$ cat src/rtl/spi_slave_cfg.sv
// spi_slave_cfg: parametrised SPI slave running entirely in the system clock domain.
// sck, ss and mosi are oversampled through synchronisers. Edges of the synchronised
// sck and ss are used to shift words in and out. Back-to-back words are supported
// while ss stays low. tx and rx each have a valid/ready handshake.
//
// Ports:
//   clk_i          system clock
//   rst_ni         asynchronous active-low reset
//   sck_i          SPI clock from master (asynchronous)
//   ss_i           slave select, active-low (asynchronous)
//   mosi_i         master-out data (asynchronous)
//   miso_o         slave-out data
//   tx_data_i      next word to transmit
//   tx_valid_i     tx_data_i valid
//   tx_ready_o     tx holding register empty
//   rx_data_o      last received word
//   rx_valid_o     rx_data_o holds an unconsumed word
//   rx_ready_i     consumer accepts rx_data_o
//   rx_overrun_o   sticky: a received word overwrote an unconsumed one
//   tx_underrun_o  one-cycle pulse: a word was loaded while the holding register was empty
//   busy_o         slave is selected (synchronised ss low)
`timescale 1ns/1ps
module spi_slave_cfg #(
    parameter int unsigned DATA_W      = 8,
    parameter bit          CPOL        = 1'b0,
    parameter bit          CPHA        = 1'b0,
    parameter bit          MSB_FIRST   = 1'b1,
    parameter int unsigned SYNC_STAGES = 2
) (
    input  logic              clk_i,
    input  logic              rst_ni,
    input  logic              sck_i,
    input  logic              ss_i,
    input  logic              mosi_i,
    output logic              miso_o,
    input  logic [DATA_W-1:0] tx_data_i,
    input  logic              tx_valid_i,
    output logic              tx_ready_o,
    output logic [DATA_W-1:0] rx_data_o,
    output logic              rx_valid_o,
    input  logic              rx_ready_i,
    output logic              rx_overrun_o,
    output logic              tx_underrun_o,
    output logic              busy_o
);

    localparam int unsigned   CntW    = $clog2(DATA_W);
    localparam logic [CntW-1:0] LastCnt = CntW'(DATA_W - 1);

    typedef enum logic [0:0] {StIdle, StActive} state_e;

    state_e                 state_q;
    logic [SYNC_STAGES-1:0] sck_sync_q, ss_sync_q, mosi_sync_q;
    logic                   sck_d1_q, ss_d1_q;
    logic [CntW-1:0]        cnt_q;
    logic [DATA_W-1:0]      tx_sh_q, rx_sh_q, hold_q, rx_data_q;
    logic                   hold_full_q, miso_q, rx_valid_q, rx_overrun_q, tx_underrun_q;

    logic              sck_s, ss_s, mosi_s;
    logic              sck_rise, sck_fall, lead_edge, trail_edge, sample_edge, shift_edge;
    logic              ss_fall, ss_rise, word_done, tx_take;
    logic [DATA_W-1:0] load_word, rx_next;

    // Bit that goes on the line first for a given word.
    function automatic logic first_bit(input logic [DATA_W-1:0] w);
        return MSB_FIRST ? w[DATA_W-1] : w[0];
    endfunction

    // Word with its first-out bit removed.
    function automatic logic [DATA_W-1:0] drop_first(input logic [DATA_W-1:0] w);
        return MSB_FIRST ? {w[DATA_W-2:0], 1'b0} : {1'b0, w[DATA_W-1:1]};
    endfunction

    always_comb begin
        sck_s       = sck_sync_q[SYNC_STAGES-1];
        ss_s        = ss_sync_q[SYNC_STAGES-1];
        mosi_s      = mosi_sync_q[SYNC_STAGES-1];
        sck_rise    = sck_s & ~sck_d1_q;
        sck_fall    = ~sck_s & sck_d1_q;
        lead_edge   = CPOL ? sck_fall : sck_rise;
        trail_edge  = CPOL ? sck_rise : sck_fall;
        sample_edge = CPHA ? trail_edge : lead_edge;
        shift_edge  = CPHA ? lead_edge : trail_edge;
        ss_fall     = ss_d1_q & ~ss_s;
        ss_rise     = ~ss_d1_q & ss_s;
        word_done   = (state_q == StActive) && sample_edge && (cnt_q == LastCnt);
        // A word completing together with deselect does not start a new word.
        tx_take     = ((state_q == StIdle) && ss_fall) || (word_done && !ss_rise);
        load_word   = hold_full_q ? hold_q : '0;
        rx_next     = MSB_FIRST ? {rx_sh_q[DATA_W-2:0], mosi_s} : {mosi_s, rx_sh_q[DATA_W-1:1]};
    end

    always_ff @(posedge clk_i or negedge rst_ni) begin
        if (!rst_ni) begin
            sck_sync_q  <= {SYNC_STAGES{CPOL}};
            ss_sync_q   <= {SYNC_STAGES{1'b1}};
            mosi_sync_q <= '0;
            sck_d1_q    <= CPOL;
            ss_d1_q     <= 1'b1;
        end else begin
            sck_sync_q  <= {sck_sync_q[SYNC_STAGES-2:0], sck_i};
            ss_sync_q   <= {ss_sync_q[SYNC_STAGES-2:0], ss_i};
            mosi_sync_q <= {mosi_sync_q[SYNC_STAGES-2:0], mosi_i};
            sck_d1_q    <= sck_s;
            ss_d1_q     <= ss_s;
        end
    end

    always_ff @(posedge clk_i or negedge rst_ni) begin
        if (!rst_ni) begin
            state_q       <= StIdle;
            cnt_q         <= '0;
            tx_sh_q       <= '0;
            rx_sh_q       <= '0;
            hold_q        <= '0;
            hold_full_q   <= 1'b0;
            miso_q        <= 1'b0;
            rx_data_q     <= '0;
            rx_valid_q    <= 1'b0;
            rx_overrun_q  <= 1'b0;
            tx_underrun_q <= 1'b0;
        end else begin
            tx_underrun_q <= tx_take && !hold_full_q;
            if (rx_ready_i) begin
                rx_valid_q <= 1'b0;
            end

            // Handshake only happens when empty, so it never collides with a take of a full word.
            if (tx_valid_i && !hold_full_q) begin
                hold_q      <= tx_data_i;
                hold_full_q <= 1'b1;
            end else if (tx_take) begin
                hold_full_q <= 1'b0;
            end

            unique case (state_q)
                StIdle: begin
                    miso_q <= 1'b0;
                    cnt_q  <= '0;
                    if (ss_fall) begin
                        state_q <= StActive;
                        if (!CPHA) begin
                            miso_q  <= first_bit(load_word);
                            tx_sh_q <= drop_first(load_word);
                        end else begin
                            tx_sh_q <= load_word;
                        end
                    end
                end
                StActive: begin
                    if (sample_edge) begin
                        if (word_done) begin
                            rx_data_q  <= rx_next;
                            rx_valid_q <= 1'b1;
                            if (rx_valid_q && !rx_ready_i) begin
                                rx_overrun_q <= 1'b1;
                            end
                            cnt_q <= '0;
                        end else begin
                            rx_sh_q <= rx_next;
                            cnt_q   <= cnt_q + 1'b1;
                        end
                    end
                    if (ss_rise) begin
                        state_q <= StIdle;
                        miso_q  <= 1'b0;
                        cnt_q   <= '0;
                    end else if (word_done) begin
                        if (!CPHA) begin
                            miso_q  <= first_bit(load_word);
                            tx_sh_q <= drop_first(load_word);
                        end else begin
                            tx_sh_q <= load_word;
                        end
                    end else if (shift_edge && (CPHA || (cnt_q != '0))) begin
                        // CPHA=0: the shift edge right after a word boundary must not
                        // advance, the new word's first bit is already on the line.
                        miso_q  <= first_bit(tx_sh_q);
                        tx_sh_q <= drop_first(tx_sh_q);
                    end
                end
                default: state_q <= StIdle;
            endcase
        end
    end

    assign miso_o        = miso_q;
    assign tx_ready_o    = ~hold_full_q;
    assign rx_data_o     = rx_data_q;
    assign rx_valid_o    = rx_valid_q;
    assign rx_overrun_o  = rx_overrun_q;
    assign tx_underrun_o = tx_underrun_q;
    assign busy_o        = (state_q == StActive);

endmodule
$ cat config.mk
export PLATFORM = sky130hd
export DESIGN_NAME = spi_slave_cfg
export DESIGN_NICKNAME = d
export VERILOG_FILES = /design/src/rtl/spi_slave_cfg.sv
export SDC_FILE = /design/constraint.sdc
export NUM_CORES = 1
export LEC_CHECK = 0
export ABC_AREA = 0
export ABC_CLOCK_PERIOD_IN_PS = 3200
export CAP_MARGIN = 20
export CORE_ASPECT_RATIO = 1.25
export CORE_MARGIN = 2
export CORE_UTILIZATION = 57
export DETAILED_ROUTE_END_ITERATION = 8
export PLACE_DENSITY = 0.83
export SLEW_MARGIN = 20
export SYNTH_ARGS = -nofsm -noshare
export SYNTH_HDL_FRONTEND = slang
export SYNTH_SLANG_ARGS = --single-unit
$ cat constraint.sdc
create_clock -name clk_i -period 3.2 [get_ports clk_i]
set_input_delay 0.64 -clock clk_i [delete_from_list [all_inputs] [get_ports clk_i]]
set_output_delay 0.64 -clock clk_i [all_outputs]
set_load 0.02 [all_outputs]
Yosys cells after proc, flatten, opt, wreduce, memory -nomap -nowiden
Index checks and enable logic that the tools add are counted.

Bits of input ports: 15. Register bits: 48. Word-level logic and storage cells: 76. Output and inout bits: 14.

Eq/ne operators: 6. Bitwise operators: 11. Mux-type cells: 24. Reductions and logical operators: 18. Add/subtract/negate cells: 1.

Operators by type and width (number): two-way mux 8 bit (5); one-hot mux 8 bit (2 select lines) (1); two-way mux 1 bit (12); two-way mux 3 bit (3); AND reduction 3 bit (3); logical AND 1 bit (8); NOT 1 bit (7); inequality test 3 x 1 -> 1 bit, second input constant (2); one-hot mux 3 bit (2 select lines) (1); AND 1 bit (4); inequality test 2 bit, second input constant (2); inequality test 4 x 1 -> 1 bit, second input constant (1); one-hot mux 1 bit (2 select lines) (2); AND reduction 4 bit (1); adder 3 x 1 -> 3 bit, second input constant (1); == test 3 bit, second input constant (1); zero test 1 bit (3); nonzero test 3 bit (1); nonzero test 2 bit (1); logical OR 1 bit (1).

Longest topological paths before layout
Depth after elaboration: 8. Mapped depth: 8. Mapped depth without buffers: 6.

Worst setup path after synthesis
OpenSTA, ideal clock, no wires.

Kind: reg-to-reg. From: register cnt_q[0]. To: register tx_sh_q[2]. Slack: 1331 ps. Path buffers: 2. Clock period less this slack: 1869 ps. Library setup time: 125 ps. Arrival time: 1744 ps. Cell stages (with the launch flop): 9. Path through: dfrtp_1 -> ha_1 -> ha_1 -> nand3b_4 -> and2_4 -> buf_6 -> a22o_1 -> buf_6 -> mux2_4.

Word-level cells in the longest chain between the ends: 5.

Ends and longest elaborated chain: start: declaration (RTL line 55) `logic [CntW-1:0] cnt_q;`; start signal: assignment (RTL line 161) `cnt_q <= cnt_q + 1'b1;`; == test 3 bit (RTL line 86) `word_done = (state_q == StActive) && sample_edge && (cnt_q == LastCnt);`; logical AND 1 bit (RTL line 86); two-way mux 8 bit (RTL line 168) `end else if (word_done) begin`; two-way mux 8 bit (RTL line 164) `if (ss_rise) begin`; one-hot mux 8 bit (2 select lines) (RTL line 136) `unique case (state_q)`; end signal: assignment (RTL line 144) `tx_sh_q <= drop_first(load_word);`; end signal: assignment (RTL line 171) `tx_sh_q <= drop_first(load_word);`; end signal: assignment (RTL line 173) `tx_sh_q <= load_word;`; end: declaration (RTL line 56) `logic [DATA_W-1:0] tx_sh_q, rx_sh_q, hold_q, rx_data_q;`.

Parallel ways exist; a longest one is shown, timed or not. The select of a mux whose other input is x is not followed. A chain may end at the register's enable or synchronous reset.

Worst setup path after layout
From: register state_q (netlist: busy_o). To: output port busy_o.

RTL lines: start: declaration (RTL line 52) `state_e state_q;`; start signal: assignment (RTL line 111) `state_q <= StIdle;`; start signal: assignment (RTL line 141) `state_q <= StActive;`; start signal: assignment (RTL line 165) `state_q <= StIdle;`; end: declaration (RTL line 44) `output logic busy_o`.

No word-level cell between the ends.

==> flow_summary.json <==
{
  "outcome": "complete, no violations",
  "slowest_delay_ns": 0.68,
  "die_area_um2": 3890,
  "drt_iter0_markers": 32,
  "n_fill_cell": 231,
  "grt_use_total_pct": 18.9,
  "io_pins": 29,
  "power.leakage_nw": 1.09,
  "finalHoldWorstSlack_ns": 0.343,
  "switching_share_pct": 26.5,
  "drtPass1Iterations": 4,
  "critical_path.max_fanout": 14,
  "rsz0062_at_grt": "no",
  "nNetsFinal": 189,
  "gpl.final_weighted_congestion": 0.817,
  "syn_area_per_cell_um2": 13.6,
  "hold_violations": 0,
  "grt_pass1_vias": 1210,
  "cellInternalPower_mw": 1.18,
  "synth.largest_area_cell": "dfrtp_1",
  "cts_hold_buf": 0,
  "antenna_found_initial": 0,
  "min_period_over_period_pct": 69.2,
  "switchingPower_mw": 0.426,
  "cts_buffer_depth": 2,
  "critPathBufInv": 1,
  "fin_ws_ns": 0.985,
  "clock-sinks": 47,
  "dp_slack_ns": 0.991,
  "cts_buffers": 5,
  "die_x_um": 56.2,
  "power_frac_comb_pct": 21.8,
  "setup-tns-final_ns": 0,
  "cp-end-kind": "output pin",
  "cp-start-kind": "register",
  "layout_commonest_cell": "dfrtp_1",
  "cts_setup_buffers": 0,
  "crit_type": "register to output pin",
  "synth_area_leaders": "dfrtp_1 57%, mux2_2 14%, mux2_4 4.6%",
  "power_density_nw_per_um2": 693,
  "start_util_pct": 60.1,
  "yosys_warnings": 0,
  "slew_viol_final": 0,
  "wl_per_cell_um": 15.7,
  "relSlewSlack_pct": 51.9,
  "fin_worst_skew_ns": 0.00488,
  "min_period_ns": 2.22,
  "ys_seq_elements": 47,
  "grt_start_max_net_pins": 48,
  "grt_overflow": 0,
  "finalSetupViolations": 0,
  "fin_total_pwr_mw": 1.61,
  "viasPerCell": 5.47,
  "die_h_um": 69.2,
  "routed_wl_mm": 3.28,
  "clkPwrFrac_pct": 25.8,
  "root_buffer": "clkbuf_8",
  "yosys.cell_types.count": 29,
  "seqPwrFrac_pct": 52.4,
  "clock_latency_ns": 0.29,
  "tightest_slew_ns": 0.720,
  "instances_no_fill": 209,
  "critPathTopFamily": "buffers and inverters",
  "io_buffer_count": 28,
  "synth_top_cell_area_share_pct": 56.8,
  "area_delta_synth_final_pct": 19.9,
  "core_area_um2": 3220,
  "async_reset_ff_share_pct": 100,
  "htree_levels": 2,
  "cap_viol_max_count": 0,
  "grt_pass1_wl_mm": 5.69,
  "hpwl_mm": 2.30,
  "row_count": 23,
  "fmax_mhz": 451,
  "crit_chain": "clkdlybuf4s50_1",
  "synth_seq_area_share_pct": 60.9,
  "vias": 1143,
  "drc_errors": 0,
  "synthCells": 143,
  "layout_common_cells": "44 x dfrtp_1, 27 x clkdlybuf4s50_1, 24 x mux2_2",
  "cts_tree": "yes",
  "diodes": 0,
  "final_layout_size_suffix_gt1_share_pct": 25.0,
  "holdCritPathClass": "input port to asynchronous set/reset pin",
  "place_inst": 201,
  "syn_area_um2": 1940,
  "synth_ff_type": "dfrtp_1",
  "ir_worst_vdd_mv": 0.616,
  "syn-num-nets": 161,
  "cp.required_ns": 2.56,
  "postRouteAntennaNets": 0,
  "synth_edf_count": 0,
  "cts-resized-gates": 0,
  "crit_path_top_delay_cell": "clkdlybuf4s50_1",
  "clk_pin_slew_worst_paths_ns": 0.08,
  "worstPathArrival_ns": 1.58
}
## path summary, 6_finish.rpt
check                      depth (start not counted)            end          start  slack [ns]
min                                                1     tx_sh_q[7]         rst_ni        0.34
min reg2reg                                        0  sck_sync_q[1]  sck_sync_q[0]        0.35
max reg2reg                                        6         miso_o       cnt_q[0]        1.02
max in group asynchronous                          1      hold_q[5]         rst_ni        2.47
max                                                1         busy_o         busy_o        0.98
min in group clk_i                                 0  sck_sync_q[1]  sck_sync_q[0]        0.35
## power groups by stage
stage               logic, mW  registers [mW]  clock network, mW
floorplan               0.275           0.817                  0
global placement        0.335           0.848                  0
detailed placement      0.354           0.852                  0
CTS                     0.354           0.845              0.431
global route            0.386           0.866              0.449
finish                  0.352           0.843              0.416
## stage by stage
step	instance area [um^2]	util [%]
after floorplan	1940	-
after global placement	2220	68.8
after detailed placement	2220	68.8
after CTS	2320	72.0
after global routing	2320	72.1
final	2320	72.1
## Yosys cell counts (2+ instances only)
| cell type | instances |
|---|---|
| nand2b_1 | 4 |
| dfrtp_1 | 44 |
| nor2_1 | 6 |
| clkbuf_1 | 3 |
| mux2_2 | 24 |
| a22o_1 | 2 |
| nand2_1 | 11 |
| inv_1 | 4 |
| nand3_1 | 8 |
| dfstp_2 | 3 |
| buf_6 | 2 |
| buf_2 | 2 |
| ha_1 | 3 |
| o21ai_0 | 6 |
| nor2b_1 | 2 |
| mux2_4 | 6 |
## final cells by class
type	instances	area, um^2	share of cell area, %
clock inverters	1	30.0	1.29
flip-flops and latches	47	1180	50.8
inverters	4	15.0	0.646
clock buffers	7	76.3	3.28
well taps	37	46.3	1.99
repair buffers	28	278	11.9
multi-input cells	85	699	30.1
## cell families (layout without fill, tap and decap cells)
| logic type | Yosys count | after routing | synth area share [%] |
|---|---|---|---|
| DFF | 47 | 47 | 60.9 |
| and+or+nand+nor | 37 | 37 | 10.3 |
| muxes | 31 | 31 | 19.1 |
| AOI/OAI and AO/OA | 13 | 13 | 4.26 |
| buffers and inverters | 11 | 40 | 3.03 |
| adders and majority gates | 3 | 3 | 1.94 |
| xor gates and xnor gates | 1 | 1 | 0.452 |
## flip-flops by register name (all words and copies together), names as in the netlist, 2 cells and up
| name | cells |
|---|---|
| mosi_sync_q | 2 |
| rx_sh_q | 7 |
| cnt_q | 3 |
| rx_data_o | 8 |
| tx_sh_q | 7 |
| ss_sync_q | 2 |
| hold_q | 8 |
| sck_sync_q | 2 |
## per-layer routing
layer / part of all wire [%] / vias up / track usage, % / wire length [um]
met5: 0 / - / 0 / 0
met4: 1.9 / 0 / 7.14 / 63
met3: 4.5 / 8 / 5.97 / 146
met2: 51 / 24 / 31.2 / 1680
met1: 42 / 566 / 23.1 / 1390
li1: - / 545 / - / -
Note: power is estimated with default switching activity, not from simulation.
